$ cat config.mk
export PLATFORM = sky130hd
export DESIGN_NAME = axis_route_tagger
export DESIGN_NICKNAME = d
export VERILOG_FILES = /design/src/rtl/axis_route_tagger_pkg.sv /design/src/rtl/axis_skid_tag.sv /design/src/rtl/axis_route_tagger.sv
export SDC_FILE = /design/constraint.sdc
export NUM_CORES = 1
export LEC_CHECK = 0
export BUFFER_PORTS_ARGS = -buffer_cell sky130_fd_sc_hd__buf_2
export CORE_AREA = 2 2 490 492
export DETAILED_ROUTE_END_ITERATION = 7
export DIE_AREA = 0 0 492 494
export PLACE_DENSITY = 0.47
export SLEW_MARGIN = 20
export SYNTH_ARGS = -nofsm -noshare
export SYNTH_HDL_FRONTEND = slang
export SYNTH_SLANG_ARGS = --single-unit
$ cat constraint.sdc
create_clock -name aclk -period 176.1 [get_ports aclk]
set_input_delay 8.805 -clock aclk [delete_from_list [all_inputs] [get_ports aclk]]
set_output_delay 8.805 -clock aclk [all_outputs]
set_load 0.01 [all_outputs]
$ cat src/rtl/axis_route_tagger_pkg.sv
// axis_route_tagger_pkg: shared widths, route word and tagged-beat types for the switch ingress path.
package axis_route_tagger_pkg;

    localparam int AXI_DATA_BITS = 512;
    localparam int AXI_KEEP_BITS = AXI_DATA_BITS / 8;
    localparam int AXI_PID_BITS  = 6;
    localparam int ROUTE_BITS    = 14;

    typedef logic [ROUTE_BITS-1:0] route_t;

    localparam route_t ROUTE_RESET = 14'b00101111111100;

    typedef struct packed {
        logic [AXI_DATA_BITS-1:0] tdata;
        logic [AXI_KEEP_BITS-1:0] tkeep;
        logic                     tlast;
        logic [AXI_PID_BITS-1:0]  tid;
        route_t                   tdest;
    } tag_beat_t;

    typedef enum logic {IDLE, IN_PKT} pkt_state_t;

    // A route may change only between packets: idle with nothing arriving, or on a tlast accept.
    function automatic logic at_boundary(input pkt_state_t st, input logic acc, input logic last);
        return (st == IDLE && !acc) || (acc && last);
    endfunction

endpackage

$ cat src/rtl/axis_skid_tag.sv
// axis_skid_tag: 2-entry registered skid buffer; output driven only from registers.
module axis_skid_tag
    import axis_route_tagger_pkg::*;
#(
    parameter type T = tag_beat_t
) (
    input  logic clk,
    input  logic rst,
    input  logic in_valid,
    output logic in_ready,
    input  T     in_data,
    output logic out_valid,
    input  logic out_ready,
    output T     out_data
);

    logic sk_valid;
    T     sk_data;
    logic push;

    // The skid slot is only ever occupied while the output slot is, so it alone marks full.
    assign in_ready = !sk_valid;
    assign push     = in_valid && in_ready;

    always_ff @(posedge clk) begin
        if (rst) begin
            out_valid <= 1'b0;
            sk_valid  <= 1'b0;
        end else if (!out_valid || out_ready) begin
            out_valid <= sk_valid || push;
            out_data  <= sk_valid ? sk_data : in_data;
            sk_valid  <= 1'b0;
        end else if (push) begin
            sk_valid <= 1'b1;
            sk_data  <= in_data;
        end
    end

endmodule

$ cat src/rtl/axis_route_tagger.sv
// axis_route_tagger: tags a user AXI4-Stream with a route word (tdest) that changes only on packet boundaries.
module axis_route_tagger #(
    parameter int DATA_BITS = axis_route_tagger_pkg::AXI_DATA_BITS,
    parameter int ROUTE_BITS = axis_route_tagger_pkg::ROUTE_BITS,
    parameter int PID_BITS = axis_route_tagger_pkg::AXI_PID_BITS,
    parameter logic [ROUTE_BITS-1:0] ROUTE_RESET = axis_route_tagger_pkg::ROUTE_RESET
) (
    input  logic                   aclk,
    input  logic                   areset,
    input  logic [ROUTE_BITS-1:0]  route_cfg,
    input  logic                   route_cfg_valid,
    input  logic                   s_axis_tvalid,
    output logic                   s_axis_tready,
    input  logic [DATA_BITS-1:0]   s_axis_tdata,
    input  logic [DATA_BITS/8-1:0] s_axis_tkeep,
    input  logic                   s_axis_tlast,
    input  logic [PID_BITS-1:0]    s_axis_tid,
    output logic                   m_axis_tvalid,
    input  logic                   m_axis_tready,
    output logic [DATA_BITS-1:0]   m_axis_tdata,
    output logic [DATA_BITS/8-1:0] m_axis_tkeep,
    output logic                   m_axis_tlast,
    output logic [PID_BITS-1:0]    m_axis_tid,
    output logic [ROUTE_BITS-1:0]  m_axis_tdest,
    output logic [ROUTE_BITS-1:0]  route_act,
    output logic                   cfg_applied,
    output logic [31:0]            pkt_cnt
);
    import axis_route_tagger_pkg::*;

    pkt_state_t state;
    route_t     pend;
    route_t     eff;
    logic       pend_vld;
    logic       eff_vld;
    logic       route_set;
    logic       open;
    logic       skid_ready;
    logic       acc;
    logic       apply;
    tag_beat_t  in_beat;
    tag_beat_t  out_beat;

    // Input stays back-pressured until a first route exists, except to finish a packet in flight.
    assign open          = state == IN_PKT || route_set;
    assign s_axis_tready = skid_ready && open;
    assign acc           = s_axis_tvalid && s_axis_tready;
    assign eff           = route_cfg_valid ? route_cfg : pend;
    assign eff_vld       = route_cfg_valid || pend_vld;
    assign apply         = eff_vld && at_boundary(state, acc, s_axis_tlast);

    assign in_beat = '{
        tdata: s_axis_tdata,
        tkeep: s_axis_tkeep,
        tlast: s_axis_tlast,
        tid:   s_axis_tid,
        tdest: route_act
    };

    axis_skid_tag #(.T(tag_beat_t)) u_skid (
        .clk       (aclk),
        .rst       (areset),
        .in_valid  (s_axis_tvalid && open),
        .in_ready  (skid_ready),
        .in_data   (in_beat),
        .out_valid (m_axis_tvalid),
        .out_ready (m_axis_tready),
        .out_data  (out_beat)
    );

    assign m_axis_tdata = out_beat.tdata;
    assign m_axis_tkeep = out_beat.tkeep;
    assign m_axis_tlast = out_beat.tlast;
    assign m_axis_tid   = out_beat.tid;
    assign m_axis_tdest = out_beat.tdest;

    always_ff @(posedge aclk) begin
        if (areset) begin
            state       <= IDLE;
            pend        <= ROUTE_RESET;
            pend_vld    <= 1'b0;
            route_set   <= 1'b0;
            route_act   <= ROUTE_RESET;
            cfg_applied <= 1'b0;
            pkt_cnt     <= 32'd0;
        end else begin
            if (acc)
                state <= s_axis_tlast ? IDLE : IN_PKT;
            cfg_applied <= apply;
            if (apply) begin
                route_act <= eff;
                pend_vld  <= 1'b0;
                route_set <= 1'b1;
            end else if (route_cfg_valid) begin
                pend     <= route_cfg;
                pend_vld <= 1'b1;
            end
            if (m_axis_tvalid && m_axis_tready && m_axis_tlast)
                pkt_cnt <= pkt_cnt + 32'd1;
        end
    end

endmodule

Yosys cells after proc, flatten, opt, wreduce, memory -nomap -nowiden
Cells that the tools add are included.

Logic and storage cells: 47. Flip-flop bits (word level): 1260. Bits of input ports: 602.

Add/sub/neg operators: 1. Reductions and logical operators: 21. Bitwise logic cells: 3. Muxes and demuxes: 3.

Operators with widths (count): 2-to-1 mux 597 bit (1); adder 32 x 1 -> 32 bit, second input constant (1); 2-to-1 mux 14 bit (1); logical AND 1 bit (9); logical OR 1 bit (5); OR reduction 2 bit (2); logical NOT 1 bit (3); NOT 1 bit (3); AND reduction 3 bit (1); AND reduction 2 bit (1); 2-to-1 mux 1 bit (1).

Logic depth before layout (Yosys ltp)
Gate-level depths: netlist of the first run.

Depth in word-level cells: 8. Mapped depth: 7. Depth with buffers taken out: 5.

Modules after synthesis
From an unflattened synthesis of the first run, not the netlist that was laid out.

Cell total of the unflattened synthesis: 2153. Area, all modules: 46144.3 um^2.

By module, submodules not included: axis_skid_tag (cells an instance 1867, times used 1, area each 43412.9 um^2); axis_route_tagger (cells an instance 286, times used 1, area each 2731.4 um^2).

Least setup slack after synthesis of the first run
No wires, ideal clock.

Path type: input port to flip-flop. Start: input areset. End: register u_skid.sk_data[0] (netlist bit) (enable). Setup time: 3.020 ns. Slack: 107.134 ns. Arrival: 65.946 ns. Stages on the path: 3. Required time: 173.080 ns. Cells stage by stage: clkbuf_1 > buf_2 > nor4_1.

Longest elaborated chain between the ends: 2.

RTL lines: from (decl) (line axis_route_tagger.sv:9) `input logic areset,`; NOT 1 bit (no line); AND reduction 3 bit (no line); to (signal assigned) (line axis_skid_tag.sv:35) `sk_data <= in_data;`; to (decl) (line axis_skid_tag.sv:18) `T sk_data;`.

Every way passes these cells. A chain may end at the register's enable or synchronous reset.

Worst setup path after layout of the first run
Start: input areset. End: register u_skid.sk_data[359] (netlist bit) (enable).

Same word-level chain as after synthesis.

==> impl_metrics.py, run 1 <==
metrics = {
    "clocking": {
        "cts.repair.resized": 0,
        "cts_setup_buffers": 0,
        "cts_buffer_depth": 3,
        "cts_buffers": 148,
        "cts.sinks": 1260,
        "cts_tree": "yes",
        "root_buffer": "clkbuf_16",
        "cts_hold_buf": 0,
        "path_clk_slew_ns": 0.05,
        "clk_latency_ns": 0.78,
        "cts-htree-levels": 4,
    },
    "critical_path": {
        "path_class": "in -> reg",
        "reg2reg_depth": 6,
        "r2r-end": "u_skid.sk_data[359]$_DFFE_PP_",
        "critical_path_peak_fanout": 63,
        "r2r_start": "u_skid.sk_valid$_SDFFE_PP0P_",
        "worstPathRequired_ns": 176.49,
        "cp.arrival_ns": 12.59,
        "crit_path_end_kind": "register",
        "cp-start-kind": "input port",
        "r2r_slack_ns": 171.88,
    },
    "placed_design": {
        "portBuffers": 1247,
        "hpwl_mm": 113,
        "place_inst": 6525,
        "placed_area_um2": 55800,
        "gp_congestion": 0.865,
        "place_ws_ns": 163.00,
    },
    "global_routing": {
        "grt_usage": 0.120,
        "grt_pass1_wl_mm": 208,
        "antenna_found_initial": 109,
        "grt_max_degree": 153,
        "overflow": 0,
        "grt_pass1_vias": 26300,
    },
    "final_layout": {
        "syn2layout_area_growth_pct": 32.7,
        "layout.nets": 4111,
        "final_util": 0.255,
        "final_cells": 6813,
        "design_area_um2": 60600,
        "layout-drive-gt1-share": 0.576,
    },
    "power": {
        "p_sw_frac": 0.232,
        "ir_drop_mv": 0.00833,
        "leakage_nw": 21.6,
        "powerDensity_nw_per_um2": 11.3,
        "clkPwrFrac": 0.437,
        "p_int_mw": 0.527,
        "p_total_mw": 0.686,
        "seq_power_share": 0.502,
        "p_comb_frac": 0.061,
        "p_sw_mw": 0.159,
    },
    "synth": {
        "synth_top_area_frac": 0.785,
        "syn_area_um2": 45700,
        "synth.distinct_cells": 41,
        "async_reset_ff_frac": 0,
        "synth_edf_count": 1194,
        "synthTopCellsByArea": "edfxtp_1 (79%), mux2_2 (15%), dfxtp_1 (2.9%)",
        "yosysSeqAreaShare": 0.814,
        "yosysMostFrequentCell": "edfxtp_1",
        "netlist_instances": 2172,
        "ys_warn_count": 0,
        "syn_avg_cell_area_um2": 21.0,
        "ys_ff_latch": 1260,
        "synth_ff_type": "edfxtp_1",
        "synth_largest_area_cell": "edfxtp_1",
        "synthTopCellsByCount": "edfxtp_1 (1194), mux2_2 (597), clkbuf_1 (73)",
        "synth_nets": 2775,
    },
    "sta": {
        "setup_violations": 0,
        "fin_crit_ns": 12.20,
        "setup_ws_ns": 163.90,
        "fin_setup_tns_ns": 0,
        "hold_violations": 0,
        "final-max-slew-violation-count": 0,
        "hold-worst-slack_ns": 0.456,
        "worstMarginPinSlew_ns": 1.10,
        "relSlewSlack": 0.266,
        "finalClockSkew_ns": 0.0348,
        "post-route-period-util": 0.0693,
        "rsz0062_at_grt": "false",
        "fmax_mhz": 82.0,
    },
    "hold_path": {
        "min_to": "pend[13]$_SDFFE_PP0N_",
        "holdCritPathClass": "reg -> reg",
        "whs_path_depth": 2,
        "hp-start": "pend[13]$_SDFFE_PP0N_",
    },
    "routing": {
        "first_iter_violations": 1659,
        "wl_mm": 153,
        "vias_per_cell": 3.81,
        "postRouteAntennaNets": 0,
        "wl_per_cell_um": 22.4,
        "num_vias": 26000,
        "drtPass1Iterations": 5,
        "drc": 0,
    },
    "floorplan": {
        "core_um2": 237000,
        "dieHeight_um": 494,
        "fp-row-count": 179,
        "start_util": 0.192,
        "pin_count": 1248,
        "die-width_um": 492,
        "fp.dieArea_um2": 243000,
    },
    "status": {
        "status": "complete, no violations",
    },
    "job": {
        "cap_violations": 0,
    },
}
## cell type report
cell class              instances  area (µm²)
diodes                         22        55.1
fillers                     24500      177000
clock buffers                 183        3840
repair buffers               1272        6500
multi-input cells             817        8150
well taps                    3167        3960
clock inverters                83         868
inverters                       9        33.8
flip-flops and latches       1260       37200
## flip-flops by register name, indices dropped and copies added, names as in the netlist, 14 cells and up
name	flops
u_skid.sk_data	597
pkt_cnt	32
u_skid.out_data	597
pend	14
route_act	14
## logic make-up (layout without fill, tap and decap cells)
logic type	after synthesis	count (layout)	synth area share
AO/OA/AOI/OAI	69	69	0.0100
flip-flops	1260	1260	0.814
adder cells (fa/ha/maj)	1	1	0.000274
other	0	22	0
buffers and inverters	95	1547	0.00808
XOR/XNOR	11	11	0.00211
AND/OR/NAND/NOR	125	125	0.0153
multiplexers	611	611	0.150
## worst max path at each step
stage / start / endpoint / cells after the start
floorplan: areset / u_skid.sk_data[0]$_DFFE_PP_ / 3
global placement: areset / u_skid.sk_data[34]$_DFFE_PP_ / 7
detailed placement: areset / u_skid.sk_data[359]$_DFFE_PP_ / 7
CTS: areset / u_skid.sk_data[404]$_DFFE_PP_ / 7
global route: areset / u_skid.sk_data[365]$_DFFE_PP_ / 7
finish: areset / u_skid.sk_data[359]$_DFFE_PP_ / 7
## power by group through the flow
stage	combinational, mW	clock (mW)	sequential [mW]
2_1_floorplan	0.0116	0	0.365
3_3_place_gp	0.0428	0	0.351
3_5_place_dp	0.0430	0	0.351
4_1_cts	0.0432	0.312	0.345
5_1_grt	0.0456	0.321	0.345
6_report	0.0421	0.300	0.344
## cells in the final DEF (no fill, tap or decap), types with 8 or more instances in the layout
cell type  netlist  final
buf_2            4   1247
edfxtp_1      1194   1194
mux2_2         597    597
clkbuf_16        0    148
dfxtp_1         66     65
clkbuf_1        73     34
nand2_1         24     24
clkinv_1         0     24
diode_2          0     22
a21oi_1         22     22
clkinv_2         0     22
nor2_1          20     20
buf_4            0     19
nand3_1         17     17
mux2i_1         14     14
o31ai_1         12     12
or4_1           12     12
nand4_1         10     10
o21ai_0          9      9
xor2_1           9      9
o22a_1           9      9
a2bb2oi_1        9      9
inv_1            8      8
nor2b_1          9      8
bufinv_16        0      8
## metal layers
layer,global-route usage,vias to the layer above,wire (µm)
li1,-,11400,-
met1,0.138,12900,59200
met2,0.190,1217,70100
met3,0.0679,347,19200
met4,0.0316,90,3920
met5,0,-,551
## critical path, cell delays in order
cell,delay (ns)
buf_2,0.10
buf_4,0.28
nor4_2,0.36
buf_4,0.65
buf_4,0.80
buf_4,0.66
buf_4,0.65
No activity file was read; power rests on OpenSTA's default activity.
==> inputs of run 2 (changes only) <==
--- a/config.mk
+++ b/config.mk
@@ -6,10 +6,10 @@
 export NUM_CORES = 1
 export LEC_CHECK = 0
 export BUFFER_PORTS_ARGS = -buffer_cell sky130_fd_sc_hd__buf_2
-export CORE_AREA = 2 2 490 492
+export CORE_AREA = 2 2 489 491
 export DETAILED_ROUTE_END_ITERATION = 7
-export DIE_AREA = 0 0 492 494
-export PLACE_DENSITY = 0.47
+export DIE_AREA = 0 0 491 493
+export PLACE_DENSITY = 0.48
 export SLEW_MARGIN = 20
 export SYNTH_ARGS = -nofsm -noshare
 export SYNTH_HDL_FRONTEND = slang
==> constraint.sdc (replaced) <==
create_clock -name aclk -period 10.7 [get_ports aclk]
set_input_delay 0.535 -clock aclk [delete_from_list [all_inputs] [get_ports aclk]]
set_output_delay 0.535 -clock aclk [all_outputs]
set_load 0.01 [all_outputs]
==> impl_metrics.py, run 2 (synthesis results as in run 1) <==
metrics = {
    "clocking": {
        "cts.sinks": 1260,
        "cts-htree-levels": 4,
        "cts_hold_buf": 596,
        "root_buffer": "clkbuf_16",
        "cts_setup_buffers": 0,
        "cts_tree": "yes",
        "cts_buffer_depth": 3,
        "clk_latency_ns": 0.80,
        "cts_buffers": 148,
        "cts.repair.resized": 0,
        "path_clk_slew_ns": 0.06,
    },
    "floorplan": {
        "fp-row-count": 179,
        "core_um2": 237000,
        "pin_count": 1248,
        "die-width_um": 491,
        "fp.dieArea_um2": 242000,
        "dieHeight_um": 493,
        "start_util": 0.193,
    },
    "critical_path": {
        "path_cells": "buf_4 > buf_6 > buf_4 > mux2_2",
        "critical_path_peak_fanout": 80,
        "worstPathRequired_ns": 11.20,
        "crit_path_top_delay_cell": "buf_4",
        "timing.critical_path.mode_cell": "buf_4",
        "cp.arrival_ns": 4.52,
        "cp_num_buf_inv": 3,
        "critical_path.top_delay_family": "buffers and inverters",
        "path_class": "reg -> reg",
        "crit_path_end_kind": "register",
        "cp-start-kind": "register",
        "r2r_slack_ns": 6.69,
        "cpPeakStageDelay_ns": 0.87,
    },
    "placed_design": {
        "hpwl_mm": 112,
        "gp_congestion": 0.877,
        "place_ws_ns": 6.28,
        "placed_area_um2": 55800,
        "portBuffers": 1247,
    },
    "power": {
        "seq_power_share": 0.491,
        "p_int_mw": 8.84,
        "powerDensity_nw_per_um2": 174,
        "p_total_mw": 11.6,
        "p_comb_frac": 0.077,
        "p_sw_frac": 0.237,
        "ir_drop_mv": 0.183,
        "clkPwrFrac": 0.433,
        "leakage_nw": 24.1,
        "p_sw_mw": 2.74,
    },
    "global_routing": {
        "antenna_found_initial": 36,
        "overflow": 0,
        "grt_usage": 0.124,
        "grt_max_degree": 148,
        "grt_pass1_vias": 29200,
        "grt_pass1_wl_mm": 219,
    },
    "sta": {
        "rsz0062_at_grt": "false",
        "post-route-period-util": 0.375,
        "hold-worst-slack_ns": 0.110,
        "hold_violations": 0,
        "setup_violations": 0,
        "relSlewSlack": 0.233,
        "final-max-slew-violation-count": 0,
        "fin_setup_tns_ns": 0,
        "fin_crit_ns": 4.01,
        "finalClockSkew_ns": 0.0430,
        "setup_ws_ns": 6.69,
        "worstMarginPinSlew_ns": 1.15,
        "fmax_mhz": 249,
    },
    "final_layout": {
        "top_regs": "u_skid.out_data: 597 flops, u_skid.sk_data: 597 flops, pkt_cnt: 32 flops",
        "design_area_um2": 66700,
        "layout-drive-gt1-share": 0.496,
        "syn2layout_area_growth_pct": 45.9,
        "nFillCells": 24100,
        "layout_common_cells": "buf_2 (1247), edfxtp_1 (1194), mux2_2 (597)",
        "layout.nets": 4713,
        "final_common_cell": "buf_2",
    },
    "routing": {
        "postRouteAntennaNets": 0,
        "num_vias": 28000,
        "drtPass1Iterations": 4,
        "wl_per_cell_um": 21.2,
        "first_iter_violations": 1787,
        "vias_per_cell": 3.79,
        "wl_mm": 157,
        "drc": 0,
    },
    "job": {
        "cap_violations": 0,
    },
    "status": {
        "status": "complete, no violations",
    },
    "hold_path": {
        "holdCritPathClass": "in -> reg",
    },
}
==> run 2: cell count changes in the layout (fill, tap and decap cells not counted), moves of 4 or more <==
| cell | before | now |
|---|---|---|
| dlygate4sd3_1 | 0 | 596 |
| buf_4 | 19 | 27 |
| buf_12 | 6 | 2 |
| clkbuf_1 | 34 | 30 |
| inv_6 | 7 | 3 |
| diode_2 | 22 | 12 |
| clkinv_16 | 5 | 9 |
| clkinv_4 | 1 | 6 |
==> run 2: final timing paths <==
check | startpoint | to | cells past startpoint
worst min-delay path | s_axis_tdata[328] | u_skid.sk_data[413]$_DFFE_PP_ | 1
worst max register to register | u_skid.sk_valid$_SDFFE_PP0P_ | u_skid.out_data[522]$_DFFE_PP_ | 4
worst max-delay path | u_skid.sk_valid$_SDFFE_PP0P_ | u_skid.out_data[522]$_DFFE_PP_ | 4
worst min register to register | route_act[13]$_SDFFE_PP0P_ | u_skid.sk_data[13]$_DFFE_PP_ | 0
==> run 2: area by class of cell <==
type                       instances  area [µm²]  share of cell area
inverter                           9        33.8            0.000507
sequential                      1260       37200               0.558
clock buffer                     180        3840              0.0577
clock inverter                    86         958              0.0144
timing repair buffer            1874       12500               0.187
tap                             3167        3960              0.0594
multi-input combinational        817        8160               0.122
antenna                           12        30.0            0.000451
==> run 2: power by group through the flow <==
| stage | Sequential, mW | Combinational, mW | Clock, mW |
|---|---|---|---|
| 2_1_floorplan | 5.92 | 0.192 | 0 |
| 3_3_place_gp | 5.78 | 0.709 | 0 |
| 3_5_place_dp | 5.78 | 0.712 | 0 |
| 4_1_cts | 5.68 | 0.910 | 5.19 |
| 5_1_grt | 5.69 | 0.960 | 5.36 |
| 6_report | 5.68 | 0.890 | 5.01 |
==> run 2: metal layers <==
layer  up-vias  part of all wire  GRT usage
met2      1107              0.46      0.198
li1      12600                 -          -
met5         -            0.0013          0
met1     14100              0.41      0.151
met4        30             0.027     0.0371
met3       232             0.096     0.0539
==> run 2: worst register-to-register path, delay by kind of cell (launching register included) <==
family	cells	cell delay [ns]
flops	1	0.76
mux	1	0.54
buf+inv	3	2.45
==> run 2: stage by stage <==
| step | util | std cells |
|---|---|---|
| CTS | 0.281 | 7392 |
| floorplan | - | 2172 |
| global route | 0.281 | 7401 |
| finish | 0.281 | 7405 |
| detailed placement | 0.236 | 6530 |
| global placement | 0.236 | 6530 |
